## config.mk

```make
export PLATFORM = sky130hd
export DESIGN_NAME = bram_stream_reader_flat
export DESIGN_NICKNAME = d
export VERILOG_FILES = /design/src/rtl/bram_stream_reader_if.sv /design/src/rtl/bram_stream_reader.sv /design/src/flat_wrapper.sv
export SDC_FILE = /design/constraint.sdc
export NUM_CORES = 1
export LEC_CHECK = 0
export BUFFER_PORTS_ARGS = -buffer_cell sky130_fd_sc_hd__buf_2
export CORE_ASPECT_RATIO = 1.5
export CORE_MARGIN = 2
export CORE_UTILIZATION = 53
export DETAILED_ROUTE_END_ITERATION = 10
export GPL_ROUTABILITY_DRIVEN = 0
export GPL_TIMING_DRIVEN = 1
export MAX_ROUTING_LAYER = met4
export PLACE_DENSITY = 0.74
export SLEW_MARGIN = 40
export SYNTH_ARGS = -nofsm -noshare
export SYNTH_HDL_FRONTEND = slang
export SYNTH_SLANG_ARGS = --single-unit
```

## constraint.sdc

```tcl
create_clock -name clk -period 4 [get_ports clk]
set_input_delay 0.4 -clock clk [delete_from_list [all_inputs] [get_ports clk]]
set_output_delay 0.4 -clock clk [all_outputs]
set_load 0.05 [all_outputs]
```

## src/rtl/bram_stream_reader_if.sv

```systemverilog
// BRAM port plus valid/ready/last stream bundle used by bram_stream_reader.
// master = the reader side, slave = the BRAM model / stream consumer side.
interface bram_stream_reader_if #(
    parameter int unsigned DATA_WIDTH = 8,
    parameter int unsigned ADDR_WIDTH = 10
);
    logic                  ram_en;
    logic                  ram_wen;
    logic [ADDR_WIDTH-1:0] ram_addr;
    logic [DATA_WIDTH-1:0] ram_din;
    logic [DATA_WIDTH-1:0] ram_dout;
    logic                  m_valid;
    logic                  m_ready;
    logic [DATA_WIDTH-1:0] m_data;
    logic                  m_last;

    modport master (
        output ram_en, ram_wen, ram_addr, ram_din,
        input  ram_dout,
        output m_valid, m_data, m_last,
        input  m_ready
    );

    modport slave (
        input  ram_en, ram_wen, ram_addr, ram_din,
        output ram_dout,
        input  m_valid, m_data, m_last,
        output m_ready
    );
endinterface

```

## src/rtl/bram_stream_reader.sv

```systemverilog
// Streams a contiguous BRAM address range out as valid/ready/last words via a 2-entry buffer.
// Optional abort/aborted ports are enabled by defining BRAM_STREAM_READER_ABORT_EN.
module bram_stream_reader #(
    parameter int unsigned DATA_WIDTH = 8,
    parameter int unsigned ADDR_WIDTH = 10
) (
    input  logic                  clk,
    input  logic                  rst_n,
    input  logic                  start,
    input  logic [ADDR_WIDTH-1:0] base_addr,
    input  logic [ADDR_WIDTH:0]   length,
    output logic                  busy,
    output logic                  done,
`ifdef BRAM_STREAM_READER_ABORT_EN
    input  logic                  abort,
    output logic                  aborted,
`endif
    bram_stream_reader_if.master  bus
);
    localparam int unsigned CNT_W = ADDR_WIDTH + 1;

    typedef enum logic [1:0] {IDLE, READ, DRAIN} state_t;

    state_t                state_q, state_d;
    logic [ADDR_WIDTH-1:0] base_q;
    logic [CNT_W-1:0]      len_q;
    logic [CNT_W-1:0]      issued_q;
    logic [CNT_W-1:0]      pushed_q;
    logic [1:0]            count_q;
    logic                  inflight_q;
    logic [DATA_WIDTH-1:0] slot0_q, slot1_q;
    logic                  last0_q, last1_q;
    logic                  busy_q, done_q;
`ifdef BRAM_STREAM_READER_ABORT_EN
    logic                  aborted_q;
`endif

    logic       issue, finish, accept, zero_len, kill;
    logic       pop, push, push_last;
    logic [2:0] occ;

    assign pop       = (count_q != 2'd0) && bus.m_ready;
    assign push      = inflight_q;
    assign push_last = (pushed_q + CNT_W'(1)) == len_q;
    // Projected occupancy once the in-flight word lands and this cycle's pop leaves.
    assign occ       = 3'(count_q) + 3'(inflight_q) - 3'(pop);

    // Next-state and per-cycle control decode.
    always_comb begin
        state_d  = state_q;
        issue    = 1'b0;
        finish   = 1'b0;
        accept   = 1'b0;
        zero_len = 1'b0;
        kill     = 1'b0;
        unique case (state_q)
            IDLE: begin
                if (start) begin
                    if (length == '0) begin
                        zero_len = 1'b1;
                    end else begin
                        accept  = 1'b1;
                        state_d = READ;
                    end
                end
            end
            READ: begin
                if ((occ < 3'd2) && (issued_q != len_q)) begin
                    issue = 1'b1;
                    if ((issued_q + CNT_W'(1)) == len_q) begin
                        state_d = DRAIN;
                    end
                end
            end
            DRAIN: ;
            default: state_d = IDLE;
        endcase
        if ((state_q != IDLE) && pop && last0_q) begin
            finish  = 1'b1;
            state_d = IDLE;
        end
`ifdef BRAM_STREAM_READER_ABORT_EN
        if (abort && (state_q != IDLE)) begin
            kill    = 1'b1;
            issue   = 1'b0;
            finish  = 1'b0;
            state_d = IDLE;
        end
`endif
    end

    always_ff @(posedge clk) begin
        if (!rst_n) begin
            state_q    <= IDLE;
            base_q     <= '0;
            len_q      <= '0;
            issued_q   <= '0;
            pushed_q   <= '0;
            count_q    <= 2'd0;
            inflight_q <= 1'b0;
            slot0_q    <= '0;
            slot1_q    <= '0;
            last0_q    <= 1'b0;
            last1_q    <= 1'b0;
            busy_q     <= 1'b0;
            done_q     <= 1'b0;
`ifdef BRAM_STREAM_READER_ABORT_EN
            aborted_q  <= 1'b0;
`endif
        end else begin
            state_q    <= state_d;
            busy_q     <= (state_d != IDLE);
            done_q     <= finish | zero_len | kill;
`ifdef BRAM_STREAM_READER_ABORT_EN
            aborted_q  <= kill;
`endif
            inflight_q <= issue;
            if (accept) begin
                base_q   <= base_addr;
                len_q    <= length;
                issued_q <= '0;
                pushed_q <= '0;
            end
            if (issue) begin
                issued_q <= issued_q + CNT_W'(1);
            end
            if (kill) begin
                count_q <= 2'd0;
                last0_q <= 1'b0;
                last1_q <= 1'b0;
            end else begin
                if (push) begin
                    pushed_q <= pushed_q + CNT_W'(1);
                end
                // Head slot drives the stream directly; slot1 only fills behind a stalled head.
                case ({push, pop})
                    2'b10: begin
                        if (count_q == 2'd0) begin
                            slot0_q <= bus.ram_dout;
                            last0_q <= push_last;
                        end else begin
                            slot1_q <= bus.ram_dout;
                            last1_q <= push_last;
                        end
                        count_q <= count_q + 2'd1;
                    end
                    2'b01: begin
                        if (count_q == 2'd2) begin
                            slot0_q <= slot1_q;
                            last0_q <= last1_q;
                        end else begin
                            last0_q <= 1'b0;
                        end
                        last1_q <= 1'b0;
                        count_q <= count_q - 2'd1;
                    end
                    2'b11: begin
                        slot0_q <= bus.ram_dout;
                        last0_q <= push_last;
                    end
                    default: ;
                endcase
            end
        end
    end

    assign bus.ram_en   = issue;
    assign bus.ram_wen  = 1'b0;
    assign bus.ram_addr = base_q + issued_q[ADDR_WIDTH-1:0];
    assign bus.ram_din  = '0;
    assign bus.m_valid  = (count_q != 2'd0);
    assign bus.m_data   = slot0_q;
    assign bus.m_last   = last0_q;
    assign busy         = busy_q;
    assign done         = done_q;
`ifdef BRAM_STREAM_READER_ABORT_EN
    assign aborted      = aborted_q;
`endif

endmodule

```

## src/flat_wrapper.sv

```systemverilog
// flat-port wrapper written by rule: the top's interface ports become plain ports
module bram_stream_reader_flat 
#(
    parameter int unsigned DATA_WIDTH = 8,
    parameter int unsigned ADDR_WIDTH = 10
)
  (clk, rst_n, start, base_addr, length, busy, done, bus_ram_en, bus_ram_wen, bus_ram_addr, bus_ram_din, bus_ram_dout, bus_m_valid, bus_m_data, bus_m_last, bus_m_ready);
  bram_stream_reader_if #(.DATA_WIDTH(DATA_WIDTH), .ADDR_WIDTH(ADDR_WIDTH)) bus_i ();
  input  logic clk;
  input  logic rst_n;
  input  logic start;
  input  logic [ADDR_WIDTH-1:0] base_addr;
  input  logic [ADDR_WIDTH:0] length;
  output logic busy;
  output logic done;
  output wire logic [$bits(bus_i.ram_en)-1:0] bus_ram_en;
  output wire logic [$bits(bus_i.ram_wen)-1:0] bus_ram_wen;
  output wire logic [$bits(bus_i.ram_addr)-1:0] bus_ram_addr;
  output wire logic [$bits(bus_i.ram_din)-1:0] bus_ram_din;
  input wire logic [$bits(bus_i.ram_dout)-1:0] bus_ram_dout;
  output wire logic [$bits(bus_i.m_valid)-1:0] bus_m_valid;
  output wire logic [$bits(bus_i.m_data)-1:0] bus_m_data;
  output wire logic [$bits(bus_i.m_last)-1:0] bus_m_last;
  input wire logic [$bits(bus_i.m_ready)-1:0] bus_m_ready;
  assign bus_ram_en = bus_i.ram_en;
  assign bus_ram_wen = bus_i.ram_wen;
  assign bus_ram_addr = bus_i.ram_addr;
  assign bus_ram_din = bus_i.ram_din;
  assign bus_i.ram_dout = bus_ram_dout;
  assign bus_m_valid = bus_i.m_valid;
  assign bus_m_data = bus_i.m_data;
  assign bus_m_last = bus_i.m_last;
  assign bus_i.m_ready = bus_m_ready;
  bram_stream_reader #(.DATA_WIDTH(DATA_WIDTH), .ADDR_WIDTH(ADDR_WIDTH)) u_core (.clk(clk), .rst_n(rst_n), .start(start), .base_addr(base_addr), .length(length), .busy(busy), .done(done), .bus(bus_i));
endmodule
```

; ---- After elaboration in Yosys (flattened, before gate mapping)
; Cells that the tools add are included.
[totals]
word_cells = 80
regBits = 68
in_bits = 33
[op_classes]
n_addsub = 7
reduce_logical = 18
magnitude_cmp = 1
n_eq_ne = 12
n_bitwise = 2
n_mux = 27
[op_table]
columns = cell, count
row1 = $mux W11, 3
row2 = $pmux W8 S3, 1
row3 = $add A11 B1 Y11 const B, 2
row4 = $eq A11 B11 Y1, 2
row5 = $mux W8, 2
row6 = $mux W1, 12
row7 = $reduce_bool A2 Y1, 6
row8 = $logic_not A11 Y1, 1
row9 = $ne A11 B11 Y1, 1
row10 = $add A10 B10 Y10, 1
row11 = $mux W2, 5
row12 = $eq A2 B2 Y1 const B, 4
row13 = $pmux W2 S3, 1
row14 = $reduce_and A2 Y1, 3
row15 = $eq A2 B1 Y1 const B, 2
row16 = $logic_and A1 B1 Y1, 4
row17 = $logic_not A2 Y1, 2
row18 = $ne A2 B1 Y1 const B, 2
row19 = $pmux W2 S2, 1
row20 = $add A2 B1 Y3, 1
row21 = $lt A3 B2 Y1 const B, 1
row22 = $pmux W1 S3, 1
row23 = $reduce_and A3 Y1, 1
row24 = $reduce_bool A3 Y1, 1
row25 = 7 further kinds, 7

; ---- Logic depth before layout (Yosys ltp)
; Gate-level depths: netlist of run 1.
[logic_depth]
word_depth = 9
mapped_depth = 12

; ---- Least setup slack after synthesis of run 1
; Ideal clock, no wire load.
[synth_timing]
kind = register to output
from = register u_core.issued_q[1]
to = output port bus_ram_addr[9]
required_time_ns = 3.600
arrival_time_ns = 2.832
path_slack_ns = 0.768
stages_incl_launch_ff = 8
path_buffers = 0
cell_sequence = dfxtp_1 > ha_1 > a21o_1 > a21oi_1 > o21ai_0 > or4_1 > and3_1 > a211oi_1
[synth_via]
elab_chain_cells = 1
[synth_rtl]
columns = item, line_no
row1 = start: declaration, bram_stream_reader.sv:27  ; logic [CNT_W-1:0] issued_q;
row2 = start signal: assignment, bram_stream_reader.sv:125  ; issued_q <= issued_q + CNT_W'(1);
row3 = $add A10 B10 Y10, bram_stream_reader.sv:169  ; assign bus.ram_addr = base_q + issued_q[ADDR_WIDTH-1:0];
row4 = end: declaration, flat_wrapper.sv:18  ; output wire logic [$bits(bus_i.ram_addr)-1:0] bus_ram_addr;
; Every way passes these cells.

; ---- Worst setup path in the final report of run 1
[layout_timing]
from = register u_core.count_q[1]
to = output port bus_ram_en
[layout_via]
elab_chain_cells = 7
word_cells_on_any_way = 8
[layout_rtl]
columns = item, line_no
row1 = start: declaration, bram_stream_reader.sv:29  ; logic [1:0] count_q;
row2 = start signal: assignment, bram_stream_reader.sv:145  ; count_q <= count_q + 2'd1;
row3 = start signal: assignment, bram_stream_reader.sv:155  ; count_q <= count_q - 2'd1;
row4 = branches (longest 2 deep; another with $add A2 B1 Y3), -
row5 = $sub A3 B1 Y3 *, bram_stream_reader.sv:46  ; assign occ = 3'(count_q) + 3'(inflight_q) - 3'(pop);
row6 = $lt A3 B2 Y1 *, bram_stream_reader.sv:68  ; if ((occ < 3'd2) && (issued_q != len_q)) begin
row7 = $logic_and A1 B1 Y1 *, bram_stream_reader.sv:68
row8 = $mux W1 *, bram_stream_reader.sv:68
row9 = $mux W1 *, bram_stream_reader.sv:56  ; unique case (state_q)
row10 = end: declaration, flat_wrapper.sv:16  ; output wire logic [$bits(bus_i.ram_en)-1:0] bus_ram_en;
; Mark *: on every way between the ends.

==> flow_summary.toml, run 1 <==
[synth]
yosysTopAreaCell = "dfxtp_1"
synth_seq_area_share = 0.326
synth-async-reset-ratio = 0
ys_top_cells_by_area = "dfxtp_1 33%, nand2_1 5.8%, a21oi_1 5.6%"
ys_types = 62
yosysTopAreaCellShare = 0.326
avgSynthCellArea_sq_um = 8.06
yosysWarnings = 0
ys_seq_elements = 68
syn_inst = 518
synth_edf_count = 0
synth_ff_type = "dfxtp_1"
syn_area_sq_um = 4170

[die]
core_sq_um = 7610
start_util = 0.548
dieWidth_microns = 76.5
rows = 39
die_area_sq_um = 8620
die_h_microns = 113
io_pins = 65

[global_routing]
grt_overflow_total = 0
grt_pass1_wl_microns = 16700
grt.busiest_layer = "met2"
first_global_vias = 3540
grt_max_degree = 56
use_met2 = 0.440
grt_util_met3 = 0.0494
antenna_found_initial = 0
track_usage = 0.249
grt_util_met1 = 0.276

[min_path]
hp-class = "input pin to flip-flop"

[clocking]
cts_root_buf = "clkbuf_16"
clk_pin_slew_worst_paths_ns = 0.05
cts_sinks = 68
clkLatencyLatePin_ns = 0.34
cts_hold_buf = 0
h-tree-depth = 3
cts_tree = "done"
cts-buffers-inserted = 9
clk_path_buf_depth = 2
cts_setup_buffers = 0
cts_resized = 0

[placement]
place_area_sq_um = 4410
placedCellCount = 649
portBuffers = 55
dpl.hpwl_microns = 7430

[power_and_ir_drop]
vdd_drop_max_mv = 0.467
power_density_nw_per_um2 = 525
p_leak_nw = 2.03

[timing]
fmax_mhz = 303
finalHoldViolations = 0
rsz0062_at_grt = "false"
period_minus_slack_ns = 3.31
setup-violations-final = 0
tightest_slew_ns = 0.719
fin_setup_tns_ns = 0
slew_headroom = 0.517
skew_ns = 0.00504
slew_violations = 0
period_share = 0.826
holdWs_ns = 0.299

[critical_path]
end_kind = "output pin"
start_kind = "flip-flop"
critPathArrivalTime_ns = 2.91
critPathMaxFanout = 9
cp.required_ns = 3.60
worstSetupPathType = "flip-flop to output pin"

[run_status]
status = "complete, no violations"

[final_layout]
areaGrowthSynthToFinish_pct = 13.1
drive_above_1_share = 0.167
nets = 607
final_cell_mix = "68 x dfxtp_1, 65 x nand2_1, 55 x buf_2"
diodes = 0
fin_area_sq_um = 4720
fillers = 709
final_common_cell = "dfxtp_1"
final_cells = 665

[flow_run]
maxCapViolations = 0

[routing]
routedWlPerCell_microns = 15.1
ant_nets = 0
viasPerCell = 5.70
via_count = 3790
drc_errors = 0
firstDrtPassIters = 5
finalWirelength_microns = 10000
drtIter0Drc = 270
## cells by family after synthesis
family | share of synthesized area
flip-flops | 0.326
AO/OA/AOI/OAI | 0.164
XOR/XNOR | 0.0881
adder cells (fa/ha/maj) | 0.0516
other | 0.000898
buffers and inverters | 0.0713
AND/OR/NAND/NOR | 0.240
multiplexers | 0.0585
## layout make-up
cell class / instances / area [sq um] / share of cell area
clock inverters: 5 / 58.8 / 0.0125
repair buffers: 59 / 305 / 0.0647
inverters: 16 / 62.6 / 0.0133
clock buffers: 11 / 253 / 0.0536
well taps: 102 / 128 / 0.0270
flip-flops and latches: 68 / 1360 / 0.288
multi-input cells: 404 / 2550 / 0.541
## flip-flops by register name (all words and copies together) (netlist names)
signal / cells
u_core.base_q: 10
u_core.bus.m_data: 8
u_core.done: 1
u_core.issued_q: 11
u_core.count_q: 2
u_core.inflight_q: 1
u_core.busy: 1
u_core.last1_q: 1
u_core.bus.m_last: 1
u_core.len_q: 11
u_core.slot1_q: 8
u_core.pushed_q: 11
u_core.state_q: 2
## through the flow
step / worst slack (ns) / total power, mW / util
final: 0.694 / 2.48 / 0.620
after detailed placement: 0.939 / 1.67 / 0.579
after global placement: 1.05 / 1.65 / 0.579
after CTS: 0.690 / 2.49 / 0.620
after global routing: 0.473 / 2.61 / 0.620
after floorplan: 0.768 / 1.50 / -
## synth_stat cells (all sizes together), types with 4 or more instances
master and count:
o22ai 6, nand3 19, a21oi 47, nand2 65, and3 8, inv 16, mux2i 21, buf 18
xnor2 18, ha 14, a21o 4, dfxtp 68, or3 4, nand3b 7, a31oi 4, nor2b 6
clkbuf 20, xor2 24, nor4 4, o21ai 18, nand4 7, a211oi 11, nor3 13, or4 6
and2 6, nor2 50
## power by group
part	total (mW)	internal, mW	switching (mW)	leakage, nW
sequential	0.829	0.755	0.0740	0.553
clock	0.814	0.517	0.297	0.148
combinational	0.837	0.262	0.575	1.32
## final timing paths
check | depth (start not counted) | start | to | slack, ns
worst min-delay path | 3 | base_addr[9] | u_core.base_q[9] | 0.30
worst max register to register | 11 | u_core.count_q[1] | u_core.bus.m_last | 0.91
worst max-delay path | 9 | u_core.count_q[1] | bus_ram_en | 0.69
worst min register to register | 2 | u_core.base_q[8] | u_core.base_q[8] | 0.46
## worst max-delay path, cell delays in order (launching register included)
cell     delay (ns)
dfxtp_1        0.48
nand2_1        0.08
nor2_1         0.17
o21ai_0        0.14
fa_1           0.39
xnor2_1        0.14
nand2_1        0.11
a31oi_2        0.37
and2_1         0.37
buf_2          0.33
## routing by layer
metal  part of all wire  routed length (microns)
met1               0.40                     4040
met2               0.52                     5240
met3              0.054                      546
met4              0.021                      215
met5                  0                        0
Power figures use the tool's default switching activity.
==> run 2: changes to the inputs <==
--- a/config.mk
+++ b/config.mk
@@ -5,15 +5,16 @@
 export SDC_FILE = /design/constraint.sdc
 export NUM_CORES = 1
 export LEC_CHECK = 0
+export ABC_AREA = 1
 export BUFFER_PORTS_ARGS = -buffer_cell sky130_fd_sc_hd__buf_2
 export CORE_ASPECT_RATIO = 1.5
 export CORE_MARGIN = 2
-export CORE_UTILIZATION = 53
+export CORE_UTILIZATION = 52
 export DETAILED_ROUTE_END_ITERATION = 10
 export GPL_ROUTABILITY_DRIVEN = 0
 export GPL_TIMING_DRIVEN = 1
 export MAX_ROUTING_LAYER = met4
-export PLACE_DENSITY = 0.74
+export PLACE_DENSITY = 0.76
 export SLEW_MARGIN = 40
 export SYNTH_ARGS = -nofsm -noshare
 export SYNTH_HDL_FRONTEND = slang
==> constraint.sdc (replaced) <==
create_clock -name clk -period 2.9 [get_ports clk]
set_input_delay 0.29 -clock clk [delete_from_list [all_inputs] [get_ports clk]]
set_output_delay 0.29 -clock clk [all_outputs]
set_load 0.05 [all_outputs]
==> flow_summary.toml, run 2 <==
[timing]
skew_ns = 0.0112
setup-violations-final = 0
fin_ws_ns = 0.150
finalHoldViolations = 0
tightest_slew_ns = 0.610
slew_violations = 0
fmax_mhz = 364
slew_headroom = 0.593
period_minus_slack_ns = 2.75
rsz0062_at_grt = "false"
period_share = 0.948
fin_setup_tns_ns = 0

[placement]
place_area_sq_um = 4460
dpl.hpwl_microns = 7480
dp_slack_ns = 0.260
portBuffers = 55

[run_status]
status = "complete, no violations"

[critical_path]
cp.required_ns = 2.61
start_kind = "flip-flop"
cp_top_family = "simple AND/OR/NAND/NOR gates"
critPathArrivalTime_ns = 2.46
max_stage_delay_ns = 0.49
critPathMaxFanout = 7
crit_chain = "nor2_1 > inv_1 > nand2_2 > nor2_4 > o21ai_0 > fa_1 > o21ai_0 > a21oi_1 > o21ai_2 > nor2_4 > buf_6"
worstSetupPathType = "flip-flop to output pin"
cp.buffers_inverters = 2
end_kind = "output pin"
slowest_stage = "fa_1"

[global_routing]
grt_overflow_total = 0
grt_max_degree = 45
first_global_vias = 3901
track_usage = 0.249
antenna_found_initial = 0
grt_pass1_wl_microns = 16900

[final_layout]
final_common_cell = "nand2_1"
multi_input_area_sq_um = 2350
reg.largest.list = "u_core.issued_q (11), u_core.len_q (11), u_core.pushed_q (11)"
fin_area_sq_um = 4780
final_cell_mix = "161 x nand2_1, 74 x inv_1, 74 x nor2_1"
diodes = 0
areaGrowthSynthToFinish_pct = 16.3
nets = 729
final-seq-area_sq_um = 1370
drive_above_1_share = 0.154
fillers = 707

[power_and_ir_drop]
p_leak_nw = 2.28
vdd_drop_max_mv = 0.411
power_density_nw_per_um2 = 679

[min_path]
hp-class = "input pin to flip-flop"

[synth]
syn_area_sq_um = 4110
synth_edf_count = 0
synth-async-reset-ratio = 0
yosysTopAreaCellShare = 0.331
avgSynthCellArea_sq_um = 6.60
ys_seq_elements = 68
synth_most_common_cell = "nand2_1"
ys_top_cells_by_area = "dfxtp_1 33%, nand2_1 15%, nor2_1 6.8%"
synth_seq_area_share = 0.331
yosysWarnings = 0
synthTopCellsByCount = "162 x nand2_1, 75 x nor2_1, 74 x inv_1"
syn_inst = 623
ys_types = 38
yosysTopAreaCell = "dfxtp_1"
synth_ff_type = "dfxtp_1"

[routing]
routedWlPerCell_microns = 12.8
drc_errors = 0
viasPerCell = 5.19
finalWirelength_microns = 10000
ant_nets = 0
firstDrtPassIters = 5
via_count = 4079
drtIter0Drc = 296

[die]
die_h_microns = 113
start_util = 0.537
dieWidth_microns = 76.6
core_sq_um = 7660
die_area_sq_um = 8650
io_pins = 65
rows = 39

[clocking]
clk_path_buf_depth = 2
cts_hold_buf = 0
cts-buffers-inserted = 9
h-tree-depth = 3
cts_sinks = 68
cts_tree = "done"
clkLatencyLatePin_ns = 0.33
clk_pin_slew_worst_paths_ns = 0.05
cts_root_buf = "clkbuf_16"

[flow_run]
maxCapViolations = 0
-- run 2: logic make-up (layout without fill, tap and decap cells) --
logic type               count (synthesis)  in the layout  synth area share
other                                    1              9          0.000912
flip-flops                              68             68             0.331
XOR/XNOR                                24             24            0.0530
buffers and inverters                  105            158             0.108
AND/OR/NAND/NOR                        295            295             0.307
adder cells (fa/ha/maj)                 16             16            0.0523
AO/OA/AOI/OAI                          114            114             0.148
-- run 2: worst paths after layout --
path                                      startpoint              endpoint  slack, ns  depth (start not counted)
worst max-delay path               u_core.count_q[0]            bus_ram_en       0.15                         11
worst min-delay path                 bus_ram_dout[7]     u_core.slot1_q[7]       0.22                          3
worst max register to register     u_core.count_q[0]    u_core.issued_q[1]       0.42                         14
worst min register to register  u_core.bus.m_data[2]  u_core.bus.m_data[2]       0.45                          2
-- run 2: worst reg2reg max path: cells and delay by family (launching register included) --
| kind | cells | cell delay, ns |
|---|---|---|
| and+or+nand+nor | 5 | 0.60 |
| AOI/OAI and AO/OA | 5 | 0.50 |
| adders and majority gates | 1 | 0.49 |
| buffers and inverters | 3 | 0.40 |
| DFF | 1 | 0.39 |
-- run 2: final cells by class --
type	count	area share
timing repair buffer	64	0.0735
sequential	68	0.286
inverter	79	0.0620
clock inverter	1	0.00105
tap	102	0.0267
multi-input combinational	458	0.491
clock buffer	14	0.0594
-- run 2: where the power goes --
part | internal, mW | leakage [nW] | switching (mW)
logic | 0.303 | 1.58 | 0.763
clock network | 0.666 | 0.145 | 0.377
registers | 1.05 | 0.557 | 0.0896
-- run 2: repair_timing --
action,CTS,global route
endpoints found under the setup margin,2,2
setup buffers,0,1
gates resized for setup,3,11
pin swaps,0,2
-- run 2: through the flow --
step / cells / power, mW / hold WS (ns) / util
floorplan: 631 / 1.94 / 0.439 / -
global placement: 770 / 2.16 / 0.431 / 0.582
detailed placement: 770 / 2.18 / 0.441 / 0.582
CTS: 785 / 3.23 / 0.215 / 0.620
global route: 786 / 3.42 / 0.226 / 0.624
finish: 786 / 3.25 / 0.220 / 0.624
-- run 2: routing by layer --
metal,vias up,GRT usage,routed length (microns)
li1,2080,-,-
met1,1849,0.264,4190
met2,120,0.438,5020
met4,0,0.141,366
met3,30,0.0415,471
met5,-,-,0
==> run 3: changes to the inputs <==
--- a/config.mk
+++ b/config.mk
@@ -12,9 +12,9 @@
 export CORE_UTILIZATION = 52
 export DETAILED_ROUTE_END_ITERATION = 10
 export GPL_ROUTABILITY_DRIVEN = 0
-export GPL_TIMING_DRIVEN = 1
 export MAX_ROUTING_LAYER = met4
 export PLACE_DENSITY = 0.76
+export SETUP_SLACK_MARGIN = 0.4
 export SLEW_MARGIN = 40
 export SYNTH_ARGS = -nofsm -noshare
 export SYNTH_HDL_FRONTEND = slang
==> flow_summary.toml, run 3 (synthesized netlist as in run 2, its figures left out) <==
[critical_path]
reg2reg_depth = 15
worstSetupPathType = "flip-flop to output pin"
start_kind = "flip-flop"
crit_chain = "buf_6 > inv_1 > nor2_2 > o21ai_2 > fa_1 > o21ai_1 > a21oi_1 > o21ai_2 > nor2_4 > buf_6"
reg2reg_slack_ns = 0.48
slowest_stage = "fa_1"
r2r-start = "u_core.count_q[0]"
r2r-end = "u_core.issued_q[2]"
end_kind = "output pin"
cp.required_ns = 2.61
critPathMaxFanout = 5
cp_top_family = "adder cells"
max_stage_delay_ns = 0.47
cp.buffers_inverters = 3
setup.worst_path.start = "u_core.count_q[0]"
critPathArrivalTime_ns = 2.23

[final_layout]
diodes = 0
reg.largest.list = "u_core.issued_q (11), u_core.len_q (11), u_core.pushed_q (11)"
final_cell_mix = "160 x nand2_1, 73 x nor2_1, 72 x inv_1"
nets = 741
drive_above_1_share = 0.201
fin_util = 0.650
areaGrowthSynthToFinish_pct = 21.1
fillers = 686
final_common_cell = "nand2_1"

[power_and_ir_drop]
sw_frac_of_total = 0.394
switchingPower_mw = 1.30
pwr-share-comb = 0.351
p_leak_nw = 2.36
power_density_nw_per_um2 = 663
intPower_mw = 2.00
vdd_drop_max_mv = 0.432
p_clk_frac = 0.309
pwr-share-seq = 0.340

[routing]
ant_nets = 0
drc_errors = 0
viasPerCell = 5.14
routedWlPerCell_microns = 13.2
finalWirelength_microns = 10500
drtIter0Drc = 214
firstDrtPassIters = 4
via_count = 4107

[global_routing]
grt_overflow_total = 0
grt_pass1_wl_microns = 17800
grt_max_degree = 45
track_usage = 0.265
first_global_vias = 3932
antenna_found_initial = 0

[min_path]
hold_depth = 3
hold_end = "u_core.slot1_q[7]"
min_from = "bus_ram_dout[7]"
hp-class = "input pin to flip-flop"

[timing]
tightest_slew_ns = 0.642
slew_violations = 0
rsz0062_at_grt = "true"
finalHoldViolations = 0
slew_headroom = 0.570
skew_ns = 0.00508
fin_setup_tns_ns = 0
period_share = 0.867
period_minus_slack_ns = 2.52
fmax_mhz = 398
setup-violations-final = 0

[clocking]
clk_pin_slew_worst_paths_ns = 0.06
cts_root_buf = "clkbuf_16"
cts_sinks = 68
clkLatencyLatePin_ns = 0.34
cts_tree = "done"
cts-buffers-inserted = 9
clk_path_buf_depth = 2
h-tree-depth = 3

[die]
dieWidth_microns = 76.6
core_sq_um = 7660
io_pins = 65
rows = 39
die_h_microns = 113
start_util = 0.537
die_area_sq_um = 8650

[flow_run]
maxCapViolations = 0

[placement]
dpl.hpwl_microns = 7530
portBuffers = 55

[run_status]
status = "complete, no violations"
run 3: changes by cell type in the layout (fill, tap and decap cells not counted), sizes merged:
| cell | change |
|---|---|
| buf | +11 |
| clkbuf | -3 |
| clkinv | +2 |
| clkinvlp | +2 |
| inv | +1 |
run 3: per-stage QoR:
step	std cells	total power, mW	hold WS, ns	worst slack (ns)	instance area [sq um]
2_1_floorplan	631	1.96	0.439	0.419	4160
3_3_place_gp	770	2.17	0.431	0.403	4470
3_5_place_dp	770	2.19	0.437	0.299	4470
4_1_cts	797	3.28	0.192	0.368	4890
5_1_grt	799	3.48	0.227	0.293	4980
6_report	799	3.30	0.198	0.385	4980
run 3: timing repair:
item,in CTS,in global routing
setup buffers,11,2
pin swaps,7,12
hold buffers,0,0
setup endpoints to repair,11,18
cloned,0,0
resized for setup,25,22
hold endpoints to repair,0,0
run 3: area by class of cell:
cell class                      instances  area, sq um  share of cell area
Clock inverter                          6         38.8             0.00779
Inverter                               79          299              0.0601
Tap cell                              102          128              0.0256
Sequential cell                        68         1380               0.277
Multi-Input combinational cell        458         2430               0.488
Clock buffer                           10          239              0.0480
Timing Repair Buffer                   76          464              0.0933
run 3: power by group through the flow:
stage | sequential, mW | clock (mW) | combinational (mW)
2_1_floorplan | 1.29 | 0 | 0.665
3_3_place_gp | 1.13 | 0 | 1.03
3_5_place_dp | 1.14 | 0 | 1.05
4_1_cts | 1.12 | 1.04 | 1.12
5_1_grt | 1.13 | 1.08 | 1.27
6_report | 1.12 | 1.02 | 1.16
run 3: worst max path at each step:
stage                       to  slack, ns  cells past startpoint
2_1_floorplan  bus_ram_addr[8]       0.42                     11
3_3_place_gp        bus_ram_en       0.40                     11
3_5_place_dp        bus_ram_en       0.30                     11
4_1_cts        bus_ram_addr[8]       0.37                     12
5_1_grt             bus_ram_en       0.29                     10
6_report            bus_ram_en       0.38                     10
run 3: metal layers:
layer,track usage,vias to the layer above,wire [microns]
li1,-,2109,-
met1,0.283,1878,4290
met2,0.463,94,5500
met3,0.0526,26,418
met5,-,-,0
met4,0.139,0,323
run 3: worst min-delay path, delay by kind of cell:
family                 cells  cell delay (ns)
buffers and inverters      2             0.11
AO/OA/AOI/OAI              1             0.10
